## src/rtl/col_parity_theta_engine_pkg.sv

```systemverilog
// Shared sizing helpers, FSM encodings and bit indexing for the column-parity theta engine.
package col_parity_pkg;

  localparam logic [0:0] ST_LOAD  = 1'b0;
  localparam logic [0:0] ST_DRAIN = 1'b1;
  typedef logic [0:0] state_t;

  function automatic int line_w(input int rows, input int cols);
    return rows * cols;
  endfunction

  function automatic int cnt_w(input int depth);
    return (depth > 1) ? $clog2(depth) : 1;
  endfunction

  // Lines are row-major: bit y*COLS+x holds row y, column x.
  function automatic int idx(input int y, input int x, input int cols);
    return y * cols + x;
  endfunction

endpackage

```

## src/rtl/col_parity_theta_engine_if.sv

```systemverilog
// Line-source and output-stage handshake bundle for the column-parity theta engine.
interface col_parity_theta_engine_if import col_parity_pkg::*; #(
  parameter int ROWS  = 5,
  parameter int COLS  = 5,
  parameter int DEPTH = 64
);
  localparam int LINE_W = line_w(ROWS, COLS);
  localparam int CNT_W  = cnt_w(DEPTH);

  logic              mode;
  logic              dir_down;
  logic              in_valid;
  logic              in_ready;
  logic [LINE_W-1:0] in_line;
  logic              out_valid;
  logic              out_ready;
  logic [LINE_W-1:0] out_line;
  logic [COLS-1:0]   out_parity;
  logic [CNT_W-1:0]  out_z;
  logic              out_last;
  logic              busy;

  modport master (
    output mode, dir_down, in_valid, in_line, out_ready,
    input  in_ready, out_valid, out_line, out_parity, out_z, out_last, busy
  );

  modport slave (
    input  mode, dir_down, in_valid, in_line, out_ready,
    output in_ready, out_valid, out_line, out_parity, out_z, out_last, busy
  );
endinterface

```

## src/rtl/col_parity_theta_engine_mix.sv

```systemverilog
// Theta mix of one line: each bit XORed with parity of the left column (this z)
// and of the right column (previous z); mode 1 bypasses the mix.
module col_parity_theta_mix import col_parity_pkg::*; #(
  parameter int ROWS   = 5,
  parameter int COLS   = 5,
  parameter int LINE_W = ROWS * COLS
) (
  input  logic [LINE_W-1:0] line,
  input  logic [COLS-1:0]   c_cur,
  input  logic [COLS-1:0]   c_prev,
  input  logic              mode,
  output logic [LINE_W-1:0] mixed
);
  for (genvar y = 0; y < ROWS; y++) begin : g_row
    for (genvar x = 0; x < COLS; x++) begin : g_col
      localparam int B  = idx(y, x, COLS);
      localparam int XL = (x + COLS - 1) % COLS;
      localparam int XR = (x + 1) % COLS;
      assign mixed[B] = mode ? line[B] : (line[B] ^ c_cur[XL] ^ c_prev[XR]);
    end
  end
endmodule

```

## src/rtl/col_parity_theta_engine.sv

```systemverilog
// Buffers a DEPTH-line block with per-line column parity, then drains it
// ascending or descending with theta mixing or plain passthrough.
module col_parity_theta_engine import col_parity_pkg::*; #(
  parameter int ROWS  = 5,
  parameter int COLS  = 5,
  parameter int DEPTH = 64
) (
  input  logic                      clk,
  input  logic                      rst,
  col_parity_theta_engine_if.slave  bus
);
  localparam int LINE_W = line_w(ROWS, COLS);
  localparam int CNT_W  = cnt_w(DEPTH);
  localparam logic [CNT_W-1:0] LAST_Z = CNT_W'(DEPTH - 1);
  localparam logic [CNT_W-1:0] ONE_Z  = CNT_W'(1);

  state_t            state;
  logic [CNT_W-1:0]  wr_cnt;
  logic [CNT_W-1:0]  rd_cnt;
  logic [CNT_W-1:0]  rd_prev;
  logic              mode_q;
  logic              dir_q;
  logic              out_valid_q;
  logic              busy_q;
  logic              accept;
  logic              fire;
  logic              last;
  logic [COLS-1:0]   par_in;
  logic [LINE_W-1:0] line_mem [DEPTH];
  logic [COLS-1:0]   par_mem  [DEPTH];

  assign accept  = (state == ST_LOAD) && bus.in_valid;
  assign last    = (state == ST_DRAIN) && (dir_q ? (rd_cnt == '0) : (rd_cnt == LAST_Z));
  assign fire    = out_valid_q && bus.out_ready;
  assign rd_prev = (rd_cnt == '0) ? LAST_Z : (rd_cnt - ONE_Z);

  always_comb begin
    par_in = '0;
    for (int y = 0; y < ROWS; y++)
      for (int x = 0; x < COLS; x++)
        par_in[x] = par_in[x] ^ bus.in_line[idx(y, x, COLS)];
  end

  // Line storage is deliberately not reset; only writes are blocked during reset.
  always_ff @(posedge clk) begin
    if (!rst && accept) line_mem[wr_cnt] <= bus.in_line;
  end

  always_ff @(posedge clk) begin
    if (rst) begin
      state       <= ST_LOAD;
      wr_cnt      <= '0;
      rd_cnt      <= '0;
      mode_q      <= 1'b0;
      dir_q       <= 1'b0;
      out_valid_q <= 1'b0;
      busy_q      <= 1'b0;
      for (int z = 0; z < DEPTH; z++) par_mem[z] <= '0;
    end else begin
      case (state)
        ST_LOAD: begin
          if (accept) begin
            par_mem[wr_cnt] <= par_in;
            if (wr_cnt == '0) begin
              mode_q <= bus.mode;
              dir_q  <= bus.dir_down;
              busy_q <= 1'b1;
            end
            if (wr_cnt == LAST_Z) begin
              // DEPTH >= 2, so dir_q already holds this block's direction.
              wr_cnt      <= '0;
              state       <= ST_DRAIN;
              out_valid_q <= 1'b1;
              rd_cnt      <= dir_q ? LAST_Z : '0;
            end else begin
              wr_cnt <= wr_cnt + ONE_Z;
            end
          end
        end
        default: begin
          if (fire) begin
            if (last) begin
              state       <= ST_LOAD;
              out_valid_q <= 1'b0;
              busy_q      <= 1'b0;
              rd_cnt      <= '0;
            end else begin
              rd_cnt <= dir_q ? (rd_cnt - ONE_Z) : (rd_cnt + ONE_Z);
            end
          end
        end
      endcase
    end
  end

  col_parity_theta_mix #(.ROWS(ROWS), .COLS(COLS), .LINE_W(LINE_W)) u_mix (
    .line   (line_mem[rd_cnt]),
    .c_cur  (par_mem[rd_cnt]),
    .c_prev (par_mem[rd_prev]),
    .mode   (mode_q),
    .mixed  (bus.out_line)
  );

  assign bus.in_ready   = (state == ST_LOAD);
  assign bus.out_valid  = out_valid_q;
  assign bus.out_parity = par_mem[rd_cnt];
  assign bus.out_z      = rd_cnt;
  assign bus.out_last   = last;
  assign bus.busy       = busy_q;
endmodule

```

## src/flat_wrapper.sv

```systemverilog
// flat-port wrapper written by rule: the top's interface ports become plain ports
module col_parity_theta_engine_flat import col_parity_pkg::*;
#(
  parameter int ROWS  = 5,
  parameter int COLS  = 5,
  parameter int DEPTH = 64
)
  (clk, rst, bus_mode, bus_dir_down, bus_in_valid, bus_in_line, bus_out_ready, bus_in_ready, bus_out_valid, bus_out_line, bus_out_parity, bus_out_z, bus_out_last, bus_busy);
  col_parity_theta_engine_if #(.ROWS(ROWS), .COLS(COLS), .DEPTH(DEPTH)) bus_i ();
  input  logic clk;
  input  logic rst;
  input wire logic [$bits(bus_i.mode)-1:0] bus_mode;
  input wire logic [$bits(bus_i.dir_down)-1:0] bus_dir_down;
  input wire logic [$bits(bus_i.in_valid)-1:0] bus_in_valid;
  input wire logic [$bits(bus_i.in_line)-1:0] bus_in_line;
  input wire logic [$bits(bus_i.out_ready)-1:0] bus_out_ready;
  output wire logic [$bits(bus_i.in_ready)-1:0] bus_in_ready;
  output wire logic [$bits(bus_i.out_valid)-1:0] bus_out_valid;
  output wire logic [$bits(bus_i.out_line)-1:0] bus_out_line;
  output wire logic [$bits(bus_i.out_parity)-1:0] bus_out_parity;
  output wire logic [$bits(bus_i.out_z)-1:0] bus_out_z;
  output wire logic [$bits(bus_i.out_last)-1:0] bus_out_last;
  output wire logic [$bits(bus_i.busy)-1:0] bus_busy;
  assign bus_i.mode = bus_mode;
  assign bus_i.dir_down = bus_dir_down;
  assign bus_i.in_valid = bus_in_valid;
  assign bus_i.in_line = bus_in_line;
  assign bus_i.out_ready = bus_out_ready;
  assign bus_in_ready = bus_i.in_ready;
  assign bus_out_valid = bus_i.out_valid;
  assign bus_out_line = bus_i.out_line;
  assign bus_out_parity = bus_i.out_parity;
  assign bus_out_z = bus_i.out_z;
  assign bus_out_last = bus_i.out_last;
  assign bus_busy = bus_i.busy;
  col_parity_theta_engine #(.ROWS(ROWS), .COLS(COLS), .DEPTH(DEPTH)) u_core (.clk(clk), .rst(rst), .bus(bus_i));
endmodule
```

## config.mk

```make
export PLATFORM = sky130hd
export DESIGN_NAME = col_parity_theta_engine_flat
export DESIGN_NICKNAME = d
export VERILOG_FILES = /design/src/rtl/col_parity_theta_engine_pkg.sv /design/src/rtl/col_parity_theta_engine_if.sv /design/src/rtl/col_parity_theta_engine_mix.sv /design/src/rtl/col_parity_theta_engine.sv /design/src/flat_wrapper.sv
export SDC_FILE = /design/constraint.sdc
export NUM_CORES = 2
export LEC_CHECK = 0
export BUFFER_PORTS_ARGS = -buffer_cell sky130_fd_sc_hd__buf_2
export CAP_MARGIN = 20
export CELL_PAD_IN_SITES_DETAIL_PLACEMENT = 1
export CELL_PAD_IN_SITES_GLOBAL_PLACEMENT = 1
export CORE_MARGIN = 2
export CORE_UTILIZATION = 45
export DETAILED_ROUTE_END_ITERATION = 6
export PLACE_DENSITY_LB_ADDON = 0.1
export RECOVER_POWER = 25
export SKIP_CTS_REPAIR_TIMING = 1
export SLEW_MARGIN = 40
export SYNTH_ARGS = -nofsm -noshare
export SYNTH_HDL_FRONTEND = slang
export SYNTH_HIERARCHICAL = 1
export SYNTH_SLANG_ARGS = --single-unit
export TNS_END_PERCENT = 5
```

## constraint.sdc

```tcl
create_clock -name clk -period 14 [get_ports clk]
set_clock_uncertainty 0.1 [all_clocks]
set_input_delay 2.8 -clock clk [delete_from_list [all_inputs] [get_ports clk]]
set_output_delay 2.8 -clock clk [all_outputs]
set_load 0.02 [all_outputs]
```

==> flow_metrics.env <==
export IMPL_synth_cells=3912
export IMPL_clkLatencyLatePin_ns=0.84
export IMPL_port_buffer_count=70
export IMPL_setup_violations_final=0
export IMPL_min_period_over_period=0.664
export IMPL_cap_violations=19
export IMPL_clock_path_buffers=3
export IMPL_wirelength_microns=244000
export IMPL_floorplan_initialDensity=0.452
export IMPL_start_kind="register"
export IMPL_p_leak_nw=27.8
export IMPL_root_buffer="clkbuf_16"
export IMPL_synth_seq_cells=1943
export IMPL_cts_sinks=1943
export IMPL_synth_most_common_cell="edfxtp_1"
export IMPL_grt_total_usage=0.274
export IMPL_yosysTopAreaCell="edfxtp_1"
export IMPL_fin_nets=4146
export IMPL_netlist_area_sq_um=79500
export IMPL_synth_fp_nets=3947
export IMPL_drc_errors=0
export IMPL_gp_congestion=0.850
export IMPL_synth_common_cells="edfxtp_1 (1,920), mux4_2 (645), nor2_1 (350)"
export IMPL_ctsHtreeMaxLevel=4
export IMPL_drt_pass1_iterations=5
export IMPL_dieArea_sq_um=180000
export IMPL_clock_fmax_mhz=108
export IMPL_core_sq_um=176000
export IMPL_cts_buffers=205
export IMPL_critPathMaxFanout=44
export IMPL_cts_clk_slew_worst_paths_ns=0.06
export IMPL_hold_viol_final=0
export IMPL_end_kind="primary output"
export IMPL_antenna_found_initial=14
export IMPL_grt_start_max_net_pins=85
export IMPL_die_w_microns=424
export IMPL_fp_dieH_microns=424
export IMPL_synth_distinct_cells=62
export IMPL_worst_pin_slew_ns=3.71
export IMPL_status="finished with violations"
export IMPL_hp_class="reg -> reg"
export IMPL_cts_tree="built"
export IMPL_dominantRegCellSynth="edfxtp_1"
export IMPL_syn_to_final_growth_pct=12.8
export IMPL_grt_pass1_wl_microns=342000
export IMPL_synth_edf_count=1920
export IMPL_rows=154
export IMPL_synth_area_top_cells="edfxtp_1 (73%), mux4_2 (18%), nor2_1 (1.7%), nand2_1 (0.80%), clkbuf_1 (0.64%)"
export IMPL_vias_per_cell=6.26
export IMPL_p_per_area_nw_per_um2=136
export IMPL_worst_ir_drop_vdd_uv=119
export IMPL_violations="max-capacitance violations, max-slew violations"
export IMPL_maxSlewHeadroom=-1.48
export IMPL_drive_gt1_frac=0.275
export IMPL_first_global_vias=42400
export IMPL_avgSynthCellArea_sq_um=20.3
export IMPL_tns_ns=0
export IMPL_power_mw=12.2
export IMPL_vias=41500
export IMPL_overflow=0
export IMPL_min_period_ns=9.29
export IMPL_yosys_warnings=6
export IMPL_ant_nets=0
export IMPL_dp_hpwl_microns=142000
export IMPL_crit_type="reg -> out"
export IMPL_synth_top_area_frac=0.726
export IMPL_first_iter_violations=5098
export IMPL_ioPinCount=71
export IMPL_slew_violations=1006
export IMPL_rsz0062_at_grt="false"
export IMPL_worst_ep_required_time_ns=11.10
export IMPL_synth_async_sr_flop_share=0
export IMPL_critical_path_arrival_ns=6.39
export IMPL_seq_area_frac_synth=0.731
export IMPL_fin_util=0.510
export IMPL_post_drt_wl_per_cell_microns=36.9
## critical path: stages, from the launching register on
cell	delay (ns)
dfxtp_4	0.61
inv_1	0.12
ha_1	0.36
nor2b_1	0.27
a21oi_4	0.67
buf_4	0.44
buf_4	0.55
mux2_2	0.40
o311ai_0	0.29
a211oi_1	0.10
nor4_1	0.53
nor3_1	0.11
xnor2_1	0.24
nor2_4	0.40
xor2_1	0.19
buf_2	0.18
## cell usage in the layout, fill, tap and decap left out, types with 6 or more instances in the layout
cell,synthesis,final
edfxtp_1,1920,1920
mux4_2,645,645
nor2_1,350,344
clkbuf_16,0,207
nand2_1,170,169
buf_4,13,120
clkbuf_1,136,72
clkinv_1,0,72
nand2b_1,68,68
inv_1,75,63
buf_2,56,62
mux2i_1,43,43
clkinv_2,0,38
a21oi_1,39,38
o21ai_0,33,33
xor2_1,33,33
nor3_1,28,28
nand3_1,22,22
a31oi_1,19,19
xnor2_1,25,19
mux2_2,18,18
o22ai_1,17,17
a211oi_1,15,15
dfxtp_1,23,15
bufinv_16,0,14
buf_6,1,12
o211ai_1,11,11
o221ai_1,10,10
or3_1,8,8
o311a_1,7,7
nor2_4,5,7
diode_2,0,6
clkinv_8,0,6
nor2b_1,6,6
and3_1,6,6
## metal layers
metal / up-vias / share of wire / GRT usage
li1: 16500 / - / -
met2: 1782 / 0.48 / 0.441
met5: - / 0 / 0
met3: 340 / 0.075 / 0.0490
met1: 22900 / 0.41 / 0.389
met4: 0 / 0.029 / 0.0755
## flip-flops by register name (all words and copies together) (netlist names), named ones only
register and count:
u_core/line_mem 1600, u_core/state 1, u_core/mode_q 1, u_core/bus.out_z 6, u_core/bus.busy 1, u_core/wr_cnt 6, u_core/par_mem 320, u_core/bus.out_valid 1
u_core/dir_q 1
## final cells by class
cell class | instances | area, sq um
antenna | 6 | 15.0
clock buffer | 249 | 5340
clock inverter | 126 | 1100
fill | 15700 | 86100
inverter | 75 | 282
multi-input combinational | 1653 | 20200
sequential | 1943 | 58100
tap | 2340 | 2930
timing repair buffer | 233 | 1670
## per-stage QoR
step                std cells  instance area (sq um)  hold slack [ns]  worst slack [ns]
floorplan                3912                  79500            0.365              7.26
global placement         6239                  83100            0.471              5.68
detailed placement       6243                  83300            0.486              5.59
CTS                      6618                  89700            0.494              4.64
global route             6619                  89600            0.528              4.35
finish                   6625                  89600            0.492              4.71
## power breakdown
part	switching (mW)	internal (mW)	total, mW
logic	0.349	0.0967	0.446
registers	0.0409	6.45	6.49
clock network	2.30	2.97	5.27
total	2.69	9.51	12.2
## final timing paths
| path | from | endpoint | slack (ns) | cells after the start |
|---|---|---|---|---|
| worst max-delay path | u_core/bus.out_z[0] | bus_out_line[10] | 4.71 | 15 |
| worst min-delay path | u_core/bus.out_valid | u_core/bus.out_valid | 0.49 | 2 |
| worst max register to register | u_core/state | u_core/line_mem[23][10] | 10.33 | 7 |
| worst min register to register | u_core/bus.out_valid | u_core/bus.out_valid | 0.49 | 2 |
## logic make-up after synthesis
group / share of synthesized area
multiplexers: 0.191
adder cells (fa/ha/maj): 0.000630
AND/OR/NAND/NOR: 0.0374
AO/OA/AOI/OAI: 0.0168
flip-flops: 0.731
buffers and inverters: 0.0165
XOR/XNOR: 0.00660
Power figures use the tool's default switching activity.
